===== config.mk =====
export PLATFORM = sky130hd
export DESIGN_NAME = traffic_light_controller_actuated
export DESIGN_NICKNAME = d
export VERILOG_FILES = /design/src/rtl/traffic_light_controller_actuated.sv
export SDC_FILE = /design/constraint.sdc
export NUM_CORES = 1
export LEC_CHECK = 0
export ABC_AREA = 1
export BUFFER_PORTS_ARGS = -buffer_cell sky130_fd_sc_hd__buf_4
export CORE_MARGIN = 2
export CORE_UTILIZATION = 28
export CTS_CLUSTER_DIAMETER = 30
export CTS_CLUSTER_SIZE = 8
export DETAILED_ROUTE_END_ITERATION = 16
export HOLD_SLACK_MARGIN = 0.06
export PLACE_DENSITY_LB_ADDON = 0.2
export REMOVE_ABC_BUFFERS = 1
export SETUP_SLACK_MARGIN = 0.4
export SLEW_MARGIN = 20
export SYNTH_ARGS = -nofsm -noshare
export SYNTH_HDL_FRONTEND = slang
export SYNTH_SLANG_ARGS = --single-unit
export TNS_END_PERCENT = 30

===== constraint.sdc =====
create_clock -name clk -period 2.7 [get_ports clk]
set_input_delay 0.54 -clock clk [delete_from_list [all_inputs] [get_ports clk]]
set_output_delay 0.54 -clock clk [all_outputs]
set_load 0.03 [all_outputs]

===== src/rtl/traffic_light_controller_actuated.sv =====
// traffic_light_controller_actuated: actuated two-way intersection controller (clk/rst; ns_car, ew_car, ped_req, flash_mode in; six lamps, ped_walk and state_o out)
module traffic_light_controller_actuated #(
  parameter int CLOCK_FREQ_HZ = 50_000_000,
  parameter int GREEN_MIN_S   = 5,
  parameter int GREEN_MAX_S   = 20,
  parameter int YELLOW_TIME_S = 3,
  parameter int ALLRED_TIME_S = 1,
  parameter int PED_TIME_S    = 7
) (
  input  logic       clk,
  input  logic       rst,
  input  logic       ns_car,
  input  logic       ew_car,
  input  logic       ped_req,
  input  logic       flash_mode,
  output logic       ns_red,
  output logic       ns_yellow,
  output logic       ns_green,
  output logic       ew_red,
  output logic       ew_yellow,
  output logic       ew_green,
  output logic       ped_walk,
  output logic [2:0] state_o
);
  typedef enum logic [2:0] {
    NS_GREEN  = 3'd0,
    NS_YELLOW = 3'd1,
    ALLRED_1  = 3'd2,
    EW_GREEN  = 3'd3,
    EW_YELLOW = 3'd4,
    ALLRED_2  = 3'd5,
    PED_WALK  = 3'd6,
    FLASH     = 3'd7
  } state_t;
  localparam int T_GMIN = GREEN_MIN_S * CLOCK_FREQ_HZ;
  localparam int T_GMAX = GREEN_MAX_S * CLOCK_FREQ_HZ;
  localparam int T_Y    = YELLOW_TIME_S * CLOCK_FREQ_HZ;
  localparam int T_AR   = ALLRED_TIME_S * CLOCK_FREQ_HZ;
  localparam int T_PED  = PED_TIME_S * CLOCK_FREQ_HZ;
  localparam int T_HALF = (CLOCK_FREQ_HZ / 2 > 0) ? CLOCK_FREQ_HZ / 2 : 1;
  localparam int T_M1   = (T_GMAX > T_Y) ? T_GMAX : T_Y;
  localparam int T_M2   = (T_AR > T_PED) ? T_AR : T_PED;
  localparam int T_ALL  = (T_M1 > T_M2) ? T_M1 : T_M2;
  localparam int CW     = (T_ALL > 1) ? $clog2(T_ALL) : 1;
  localparam logic [CW-1:0] C_GMIN = CW'(T_GMIN - 1);
  localparam logic [CW-1:0] C_GMAX = CW'(T_GMAX - 1);
  localparam logic [CW-1:0] C_Y    = CW'(T_Y - 1);
  localparam logic [CW-1:0] C_AR   = CW'(T_AR - 1);
  localparam logic [CW-1:0] C_PED  = CW'(T_PED - 1);
  localparam logic [CW-1:0] C_HALF = CW'(T_HALF - 1);
  state_t          state_q, state_d, ar_next;
  logic [CW-1:0]   cnt_q, cnt_d;
  logic            next_dir_q, next_dir_d;
  logic            ped_q, ped_d;
  logic            flag_q, flag_d;
  logic            entering, flash_wrap;
  logic [6:0]      lamp_q;
  function automatic logic [6:0] lamps(input state_t s, input logic f);
    case (s)
      NS_GREEN:  lamps = 7'b001_100_0;
      NS_YELLOW: lamps = 7'b010_100_0;
      EW_GREEN:  lamps = 7'b100_001_0;
      EW_YELLOW: lamps = 7'b100_010_0;
      PED_WALK:  lamps = 7'b100_100_1;
      FLASH:     lamps = {1'b0, f, 1'b0, f, 3'b000};
      default:   lamps = 7'b100_100_0;
    endcase
  endfunction
  always_comb begin
    state_d    = state_q;
    next_dir_d = next_dir_q;
    ar_next    = flash_mode ? FLASH : ped_q ? PED_WALK : (state_q == ALLRED_1) ? EW_GREEN : NS_GREEN;
    case (state_q)
      NS_GREEN:  if ((cnt_q >= C_GMIN && (ew_car | ped_q)) || cnt_q == C_GMAX) state_d = NS_YELLOW;
      EW_GREEN:  if ((cnt_q >= C_GMIN && (ns_car | ped_q)) || cnt_q == C_GMAX) state_d = EW_YELLOW;
      NS_YELLOW: if (cnt_q == C_Y) state_d = ALLRED_1;
      EW_YELLOW: if (cnt_q == C_Y) state_d = ALLRED_2;
      ALLRED_1, ALLRED_2: if (cnt_q == C_AR) begin
        state_d    = ar_next;
        next_dir_d = (state_q == ALLRED_1);
      end
      PED_WALK:  if (cnt_q == C_PED) state_d = next_dir_q ? EW_GREEN : NS_GREEN;
      FLASH:     if (!flash_mode) state_d = ALLRED_2;
      default:   state_d = ALLRED_2;
    endcase
    entering   = (state_d != state_q);
    flash_wrap = (state_q == FLASH) && (cnt_q == C_HALF);
    cnt_d      = (entering || flash_wrap) ? '0 : cnt_q + 1'b1;
    flag_d     = (state_d != FLASH) ? 1'b0 : entering ? 1'b1 : flash_wrap ? ~flag_q : flag_q;
    ped_d      = ped_req | (ped_q & ~(entering && state_d == PED_WALK));
  end
  always_ff @(posedge clk) begin
    if (rst) begin
      state_q    <= ALLRED_2;
      cnt_q      <= '0;
      next_dir_q <= 1'b0;
      ped_q      <= 1'b0;
      flag_q     <= 1'b0;
      lamp_q     <= lamps(ALLRED_2, 1'b0);
    end else begin
      state_q    <= state_d;
      cnt_q      <= cnt_d;
      next_dir_q <= next_dir_d;
      ped_q      <= ped_d;
      flag_q     <= flag_d;
      lamp_q     <= lamps(state_d, flag_d);
    end
  end
  assign {ns_red, ns_yellow, ns_green, ew_red, ew_yellow, ew_green, ped_walk} = lamp_q;
  assign state_o = state_q;
endmodule


==> results.tsv, run 1 <==
stage	metric	value	unit
cts	clk_latency	300	ps
die	rows	37	
finish	nets	531	
die	pin_count	16	
detailed_routing	wl	8890	um
global_route	antenna_found_initial	0	
setup_path	path_buf_inv	2	
detailed_routing	drt_iter0_markers	113	
power_and_ir_drop	p_leak	0.00143	uW
timing	final_hold_viol_count	0	
timing	tightest_slew	693	ps
global_route	grt_usage	16.3	%
synth	syn_area_per_cell	6.20	sq um
setup_path	critPathRequiredTime	2930	ps
global_route	grt_max_degree	14	
setup_path	timing.rr.start	cnt_q[0]$_SDFF_PP0_	
finish	fin_util	37.1	%
setup_path	cp_slowest_cell	dfxtp_2	
global_route	grt_pass1_vias	3006	
timing	hold_slack	466	ps
flow_run	maxCapViolations	0	
global_route	grt_pass1_wl	14800	um
die	dieArea	11500	sq um
cts	cts-root-buf	clkbuf_8	
placement	hpwlAfterDp	6350	um
setup_path	cpLargestDelayFamily	simple AND/OR/NAND/NOR gates	
outcome	status	finished clean	
detailed_routing	drtPass1Iterations	4	
cts	clk_pin_slew	90	ps
setup_path	worst_setup_path_end_kind	flop	
setup_path	worst-setup-path-type	flop to flop	
setup_path	crit_path_start	cnt_q[0]$_SDFF_PP0_	
die	start_util	28.9	%
finish	antenna_cells_inserted	0	
timing	slew_violations	0	
placement	port_buffers	15	
timing	max_freq	422	MHz
timing	fin_setup_tns	0	ps
power_and_ir_drop	peakVddDrop	347	uV
setup_path	slowest_delay	360	ps
die	die_width	107	um
setup_path	cp.arrival	2600	ps
detailed_routing	vias	3091	
synth	synth_cells	481	
synth	ys_ff_latch	43	
power_and_ir_drop	p_per_area	617	nW/um^2
cts	cts.sinks	43	
global_route	gr-total-overflow	0	
synth	yosys_warnings	0	
detailed_routing	viasPerCell	4.68	
timing	layout_min_cycle_time	2370	ps
synth	ys.flop_type	dfxtp_1	
setup_path	path_cells	ha_4, nand2_4, nor2_4, nand3_4, nor2_4, nand2_2, nand2_1, nand2_1, nor2_2, nor2_2, nand3_1, nand2_2, nor2_4, nand4_4, buf_6, buf_16, a21oi_2	
die	coreArea	10300	sq um
power_and_ir_drop	finalPower	2370	uW
die	die_h	107	um
timing	relSlewSlack	53.4	%
cts	cts_tree	built	
synth	synth_edf_count	0	
timing	finalClockSkew	6.38	ps
detailed_routing	drcViolationCount	0	
finish	synthToLayoutAreaGrowth	28.4	%
timing	setup_violations	0	
cts	hold_buffers	0	
placement	place_congestion	0.890	
finish	drive_above_1_share	30.5	%
detailed_routing	antenna_violating_nets_post_route	0	
setup_path	start_kind	flop	
timing	fin_crit_sh	87.7	%
cts	clockBufferDepth	2	
timing	rsz0062_at_grt	yes	
synth	async_flop_share	0	%
finish	instances_no_fill	661	
setup_path	cp_max_fo	8	
synth	syn-cell-area	2980	sq um
finish	n_fill_cell	1115	
hold_path	min_path_type	input pin to flop	
detailed_routing	avgRoutedWirePerCell	13.5	um
placement	placed_cells	627	
synth	yosysUniqueCellTypes	29	
cts	cts_made_buffers	5	
synth	synth.yosys.seq_area_share	28.8	%
cts	cts_max_level	2	
hold_path	hp-start	rst	
setup_path	cp_common_cell	nor2_4	
[final timing paths]
path | endpoint | slack [ps] | depth (start not counted)
worst max-delay path | cnt_q[22]$_SDFF_PP0_ | 330 | 17
worst min register to register | cnt_q[4]$_SDFF_PP0_ | 510 | 2
worst min-delay path | next_dir_q$_SDFFE_PP0P_ | 470 | 2
worst max register to register | cnt_q[22]$_SDFF_PP0_ | 330 | 17
[registers in the layout, indices dropped and copies added (netlist names)]
register and cells:
ped_q 1, next_dir_q 1, state_o 3, lamp_q 7, flag_q 1, cnt_q 30
[cell usage in the layout (no fill, tap or decap), types with 3 or more instances in the layout]
| cell type | n |
|---|---|
| a21oi_1 | 10 |
| a21oi_2 | 13 |
| buf_12 | 3 |
| buf_16 | 3 |
| buf_4 | 34 |
| buf_6 | 3 |
| clkbuf_8 | 5 |
| dfxtp_1 | 19 |
| dfxtp_2 | 20 |
| dfxtp_4 | 4 |
| inv_1 | 56 |
| inv_2 | 8 |
| nand2_1 | 114 |
| nand2_2 | 10 |
| nand3_1 | 40 |
| nand3_2 | 7 |
| nand3_4 | 3 |
| nand4_1 | 16 |
| nor2_1 | 71 |
| nor2_2 | 16 |
| nor2_4 | 11 |
| nor3_1 | 14 |
| nor3_2 | 6 |
| nor4_1 | 4 |
| o21ai_0 | 7 |
| or2_2 | 6 |
| xor2_1 | 10 |
[metal layers]
layer	track usage, %	up-vias	share of wire (%)
met5	0	-	0
met4	5.38	0	1.9
met3	2.37	13	2.7
met2	26.4	41	47
met1	22.0	1419	49
li1	-	1618	-
[worst register-to-register path, stage by stage, from the launching register on]
cell and delay, ps:
dfxtp_2 360, ha_4 170, nand2_4 60, nor2_4 110, nand3_4 140, nor2_4 170, nand2_2 90, nand2_1 60
nand2_1 60, nor2_2 110, nor2_2 50, nand3_1 70, nand2_2 80, nor2_4 140, nand4_4 180, buf_6 190
buf_16 140, a21oi_2 110
[cells by family (layout without fill, tap and decap cells)]
group,Yosys count,in the layout,synth area share [%]
xor gates and xnor gates,10,10,2.93
adders and majority gates,1,1,0.419
DFF,43,43,28.8
and+or+nand+nor,323,323,51.1
buffers and inverters,73,117,9.85
AOI/OAI and AO/OA,31,31,6.83
[area by class of cell]
cell class,instances,area [sq um],area share [%]
multi-input combinational,365,1990,52.1
sequential,43,901,23.5
timing repair buffer,44,437,11.4
inverter,65,244,6.37
tap,136,170,4.44
clock buffer,6,72.6,1.89
clock inverter,2,12.5,0.327
[report_power, final]
group	internal (uW)	total (uW)	switching [uW]
Combinational	542	1210	673
Clock	182	425	244
Sequential	684	725	40.8
Total	1410	2370	957
[cell usage after synthesis (all sizes together) (5+ instances only)]
| cell type | number | area [sq um] |
|---|---|---|
| a21oi | 23 | 160 |
| buf | 7 | 46.3 |
| dfxtp | 43 | 861 |
| inv | 64 | 240 |
| nand2 | 125 | 479 |
| nand3 | 50 | 280 |
| nand4 | 17 | 121 |
| nor2 | 98 | 418 |
| nor3 | 21 | 135 |
| nor4 | 5 | 46.3 |
| o21ai | 7 | 35.0 |
| or2 | 6 | 37.5 |
| xor2 | 10 | 87.6 |
[repair_timing]
item,CTS,global route
setup buffers,10,13
pin swaps,5,12
gates cloned,3,0
resized for setup,47,30
setup endpoints to repair,36,35
[per-stage QoR]
step	cell area [sq um]	worst slack, ps
global placement	3250	281
floorplan	2930	244
global route	3830	173
CTS	3620	389
finish	3830	331
detailed placement	3250	236
(Power assumes the default switching activity.)
==> run 2, diff against run 1 <==
- clock period: 2.7 -> 2.4 ns (I/O delays scaled with it)
==> run 2 against run 1 <==
  * Non-clock buffer count increased by 11
  * Count of clock-buffer cells in the layout decreased by 1
  * Sequential power increased by 13%
  * Routed wire length decreased by 2.5%
  * Utilization increased by 1.2 points
  * Cell area increased by 3.1%
  * Critical endpoint is now cnt_q[14]$_SDFF_PP0_
  * Largest cell class unchanged
  * Maximum frequency increased by 4.2%
  * Global-route usage decreased by 0.37 points
==> results.tsv, run 2 (same netlist as run 1, synthesis figures left out) <==
stage	metric	value	unit
outcome	status	finished clean	
global_route	grt_use_met3	2.25	%
detailed_routing	viasPerCell	4.68	
power_and_ir_drop	p_leak	0.00150	uW
power_and_ir_drop	clkPwrFrac	18.8	%
global_route	use_met2	27.1	%
timing	slew_violations	0	
cts	cts_made_buffers	5	
timing	fin_crit_sh	94.7	%
finish	drive_above_1_share	34.9	%
hold_path	min_path_type	input pin to flop	
finish	top_register	cnt_q	
die	die_h	107	um
power_and_ir_drop	p_per_area	632	nW/um^2
timing	finalClockSkew	6.19	ps
cts	cts.sinks	43	
setup_path	worst_setup_path_end_kind	flop	
timing	final_hold_viol_count	0	
placement	place_congestion	0.873	
global_route	antenna_found_initial	0	
flow_run	maxCapViolations	0	
die	rows	37	
cts	clockBufferDepth	2	
finish	fin_util	38.3	%
finish	synthToLayoutAreaGrowth	32.4	%
global_route	grt_pass1_vias	3155	
detailed_routing	wl	8670	um
cts	clk_latency	310	ps
global_route	gr-total-overflow	0	
detailed_routing	drcViolationCount	0	
power_and_ir_drop	peakVddDrop	431	uV
die	start_util	28.9	%
finish	layout_commonest_cell	nand2_1	
die	pin_count	16	
detailed_routing	antenna_violating_nets_post_route	0	
timing	relSlewSlack	70.5	%
finish	nets	542	
finish	most-common-layout-cells	109 x nand2_1, 66 x nor2_1, 56 x inv_1	
cts	cts_tree	built	
timing	rsz0062_at_grt	yes	
die	die_width	107	um
cts	clk_pin_slew	90	ps
detailed_routing	avgRoutedWirePerCell	12.9	um
setup_path	worst-setup-path-type	flop to flop	
setup_path	critPathRequiredTime	2640	ps
global_route	grt_use_met1	20.4	%
global_route	busiest_layer	met2	
detailed_routing	vias	3147	
finish	largest_reg_flops	30	
timing	max_freq	440	MHz
timing	setup_violations	0	
power_and_ir_drop	share_comb_of_total_power	48.5	%
detailed_routing	drtPass1Iterations	4	
finish	fin_area	3950	sq um
setup_path	regToRegSetupSlack	130	ps
finish	antenna_cells_inserted	0	
die	coreArea	10300	sq um
timing	tightest_slew	442	ps
placement	port_buffers	15	
die	dieArea	11500	sq um
placement	hpwlAfterDp	6530	um
setup_path	cp.arrival	2510	ps
cts	cts-root-buf	clkbuf_8	
power_and_ir_drop	p_int	1460	uW
placement	place_area	3350	sq um
cts	cts_max_level	2	
global_route	grt_pass1_wl	14700	um
detailed_routing	drt_iter0_markers	152	
power_and_ir_drop	p_switching	1040	uW
power_and_ir_drop	swShare	41.6	%
power_and_ir_drop	pwr-share-seq	32.7	%
setup_path	start_kind	flop	
global_route	grt_usage	15.9	%
timing	layout_min_cycle_time	2270	ps
global_route	grt_max_degree	18	
setup_path	cp_max_fo	17	
==> run 2: cell types whose count changed in the layout (fill, tap and decap cells not counted), moves of 3 or more <==
cell,previous run,this run
nor3_1,14,11
nand3_1,40,37
nor2_2,16,19
nor2_1,71,66
nor3_2,6,9
buf_4,34,50
nand2_2,10,14
buf_16,3,0
nand2_1,114,109
==> run 2: power by group through the flow <==
stage               registers, uW  logic (uW)  clock network [uW]
floorplan                     937         488                   0
global placement              835         935                   0
detailed placement            835         935                   0
CTS                           824        1050                 491
global route                  827        1310                 513
finish                        816        1210                 469
==> run 2: area by class of cell <==
type / count / area, sq um
inverters: 65 / 244
fillers: 1115 / 6370
well taps: 136 / 170
clock buffers: 5 / 68.8
flip-flops and latches: 43 / 902
clock inverters: 3 / 15.0
multi-input cells: 365 / 2090
repair buffers: 55 / 463
==> run 2: metrics by stage <==
step | hold slack (ps) | setup WS (ps) | cells | total power, uW | setup TNS (ps)
floorplan | 418 | -56.3 | 473 | 1430 | -814
global placement | 432 | 70.1 | 638 | 1770 | 0
detailed placement | 436 | -21.0 | 638 | 1770 | -26.4
CTS | 398 | 184 | 657 | 2360 | 0
global route | 407 | -20.1 | 672 | 2650 | -109
finish | 396 | 127 | 672 | 2500 | 0
==> run 2: critical path, stage by stage (launching register included) <==
cell     delay, ps
dfxtp_4        370
buf_4          140
nor2_1         170
nand3_1        120
nor2_2         200
nand2_2         90
nand2_2         70
nand2_2         60
nor2_2         140
nor2_4          60
nand3_1         70
nand2_2         70
nor2_4         140
nand4_4        170
buf_12         210
nor3_2         100
==> run 2: metal layers <==
metal | wire length [um] | up-vias
met4 | 161 | 0
li1 | - | 1649
met2 | 4140 | 33
met3 | 159 | 13
met5 | 0 | -
met1 | 4210 | 1452
==> run 2: final timing paths <==
kind,start,endpoint,depth (start not counted)
max reg2reg,cnt_q[9]$_SDFF_PP0_,cnt_q[14]$_SDFF_PP0_,15
max,cnt_q[9]$_SDFF_PP0_,cnt_q[14]$_SDFF_PP0_,15
min,rst,flag_q$_SDFF_PP0_,2
min reg2reg,cnt_q[4]$_SDFF_PP0_,cnt_q[4]$_SDFF_PP0_,2
==> run 2: what timing repair did <==
item                       in CTS  in global routing
hold buffers                    0                  0
pin swaps                       3                  8
resized for setup              46                 50
gates cloned                    0                  1
setup buffers                  11                 14
setup endpoints to repair      39                 41
==> run 3, diff against run 2 <==
- CELL_PAD_IN_SITES_DETAIL_PLACEMENT: unset -> 1
- CELL_PAD_IN_SITES_GLOBAL_PLACEMENT: unset -> 2
- CORE_ASPECT_RATIO: unset -> 0.8
==> run 3 against run 2 <==
  * Worst setup slack got worse by 55 ps
  * First-iteration DRC count rose by 4.6%
  * Die area barely moved
  * Clock power rose by 57%
  * Critical path depth did not move
  * Sequential power fell by 1%
  * Register-to-register slack got worse by 50 ps
  * Cell area rose by 6.5%
  * Sequential share of layout area fell by 1.5 points
  * Final cell count rose by 2.2%
  * Combinational power rose by 29%
  * Utilization rose by 2.5 points
==> results.tsv, run 3 (same netlist as run 1, synthesis figures left out) <==
stage	metric	value	unit
timing	relSlewSlack	73.5	%
detailed_routing	drcViolationCount	0	
die	pin_count	16	
finish	layout_commonest_cell	nand2_1	
finish	drive_above_1_share	40.0	%
placement	dp_slack	-27.6	ps
power_and_ir_drop	p_switching	1200	uW
timing	rsz0062_at_grt	yes	
global_route	grt_max_degree	13	
timing	max_freq	430	MHz
setup_path	start_kind	flop	
finish	largest_reg_flops	30	
placement	placed_cells	657	
detailed_routing	wl	11000	um
cts	clk_pin_slew	60	ps
power_and_ir_drop	peakVddDrop	336	uV
finish	most-common-layout-cells	107 x nand2_1, 58 x buf_4, 54 x inv_1	
setup_path	worst_setup_path_end_kind	flop	
timing	final_hold_viol_count	0	
cts	cts_tree	built	
setup_path	crit_path_start	cnt_q[0]$_SDFF_PP0_	
setup_path	worst-setup-path-type	flop to flop	
detailed_routing	drt_iter0_markers	159	
die	die_width	119	um
flow_run	maxCapViolations	0	
detailed_routing	vias	3281	
global_route	antenna_found_initial	0	
timing	finalClockSkew	3.04	ps
power_and_ir_drop	p_int	1900	uW
timing	slew_violations	0	
timing	fin_crit_sh	97.0	%
finish	nets	553	
finish	n_fill_cell	1329	
setup_path	r2r-end	cnt_q[17]$_SDFF_PP0_	
cts	cts_made_buffers	5	
timing	tightest_slew	395	ps
global_route	grt_usage	19.5	%
setup_path	cp.arrival	2550	ps
hold_path	min_path_type	input pin to flop	
timing	hold_slack	430	ps
power_and_ir_drop	p_leak	0.00158	uW
cts	cts.sinks	43	
power_and_ir_drop	clkPwrFrac	23.7	%
die	coreArea	10300	sq um
timing	setup_ws	72.5	ps
die	dieArea	11500	sq um
finish	synthToLayoutAreaGrowth	40.9	%
placement	hpwlAfterDp	8300	um
timing	layout_min_cycle_time	2330	ps
timing	setup_violations	0	
die	die_h	96.3	um
detailed_routing	viasPerCell	4.78	
placement	place_congestion	0.838	
global_route	grt_pass1_wl	17500	um
setup_path	cp_max_fo	5	
power_and_ir_drop	p_per_area	737	nW/um^2
die	start_util	28.9	%
setup_path	worstSetupEndpoint	cnt_q[17]$_SDFF_PP0_	
finish	antenna_cells_inserted	0	
setup_path	rr_worst_depth	15	
finish	top_register	cnt_q	
power_and_ir_drop	swShare	38.8	%
setup_path	timing.rr.start	cnt_q[0]$_SDFF_PP0_	
global_route	gr-total-overflow	0	
cts	clk_latency	290	ps
cts	cts-root-buf	clkbuf_16	
placement	port_buffers	15	
cts	clockBufferDepth	2	
finish	instances_no_fill	687	
detailed_routing	avgRoutedWirePerCell	16.0	um
detailed_routing	drtPass1Iterations	4	
outcome	status	finished clean	
detailed_routing	antenna_violating_nets_post_route	0	
power_and_ir_drop	share_comb_of_total_power	50.3	%
die	rows	33	
power_and_ir_drop	pwr-share-seq	26.1	%
setup_path	regToRegSetupSlack	70	ps
cts	cts_max_level	2	
global_route	grt_pass1_vias	3313	
setup_path	critPathRequiredTime	2620	ps
cts	hold_buffers	0	
==> run 3: cell types whose count changed in the layout (fill, tap and decap cells not counted), sizes merged <==
cell / before / now
buf: 54 / 64
clkbuf: 6 / 10
clkinv: 4 / 1
==> run 3: power by group through the flow <==
stage / logic [uW] / clock network (uW) / registers [uW]
floorplan: 488 / 0 / 937
global placement: 1030 / 0 / 818
detailed placement: 1040 / 0 / 824
CTS: 1190 / 745 / 812
global route: 1680 / 778 / 817
finish: 1560 / 734 / 808
==> run 3: worst min path at each step <==
stage / startpoint / endpoint / cells past startpoint
6_report: rst / lamp_q[5]$_SDFF_PP0_ / 2
5_1_grt: rst / lamp_q[5]$_SDFF_PP0_ / 2
4_1_cts: rst / next_dir_q$_SDFFE_PP0P_ / 2
3_5_place_dp: cnt_q[0]$_SDFF_PP0_ / cnt_q[0]$_SDFF_PP0_ / 1
3_3_place_gp: cnt_q[0]$_SDFF_PP0_ / cnt_q[0]$_SDFF_PP0_ / 1
2_1_floorplan: cnt_q[0]$_SDFF_PP0_ / cnt_q[0]$_SDFF_PP0_ / 1
==> run 3: repair_timing <==
action                     in CTS  in global routing
setup endpoints to repair      40                 41
cloned                          1                  2
buffers inserted               11                  8
pin swaps                       3                 20
hold endpoints to repair        0                  0
resized for setup              30                 88
==> run 3: metal layers <==
layer | wire [um] | up-vias | track usage [%] | share of wire (%)
met2 | 4910 | 37 | 32.4 | 45
met4 | 61 | 0 | 2.65 | 0.56
met5 | 0 | - | 0 | 0
met3 | 345 | 9 | 3.38 | 3.1
li1 | - | 1663 | - | -
met1 | 5650 | 1572 | 27.3 | 52
==> run 3: through the flow <==
stage	total power [uW]	cell area, sq um	util, %	setup TNS [ps]
2_1_floorplan	1430	2930	-	-814
3_3_place_gp	1850	3460	33.6	0
3_5_place_dp	1860	3460	33.6	-149
4_1_cts	2740	3820	37.0	0
5_1_grt	3280	4210	40.7	-1840
6_report	3100	4210	40.7	0
==> run 3: layout make-up <==
| class | instances | area (sq um) | area share, % |
|---|---|---|---|
| Sequential cell | 43 | 897 | 21.3 |
| Multi-Input combinational cell | 365 | 2140 | 50.8 |
| Inverter | 65 | 244 | 5.80 |
| Tap cell | 140 | 175 | 4.17 |
| Clock buffer | 8 | 156 | 3.72 |
| Timing Repair Buffer | 66 | 596 | 14.2 |
==> run 3: critical path, stage by stage, from the launching register on <==
cell and delay, ps:
dfxtp_2 350, ha_4 170, nand2_4 60, nor2_4 130, nand3_4 150, nor2_4 120, nand3_2 90, nand3_1 120
nand3_2 90, nor2_2 170, nand4_1 130, nand2_2 120, nand4_4 110, buf_12 180, clkbuf_16 160, a21oi_2 90
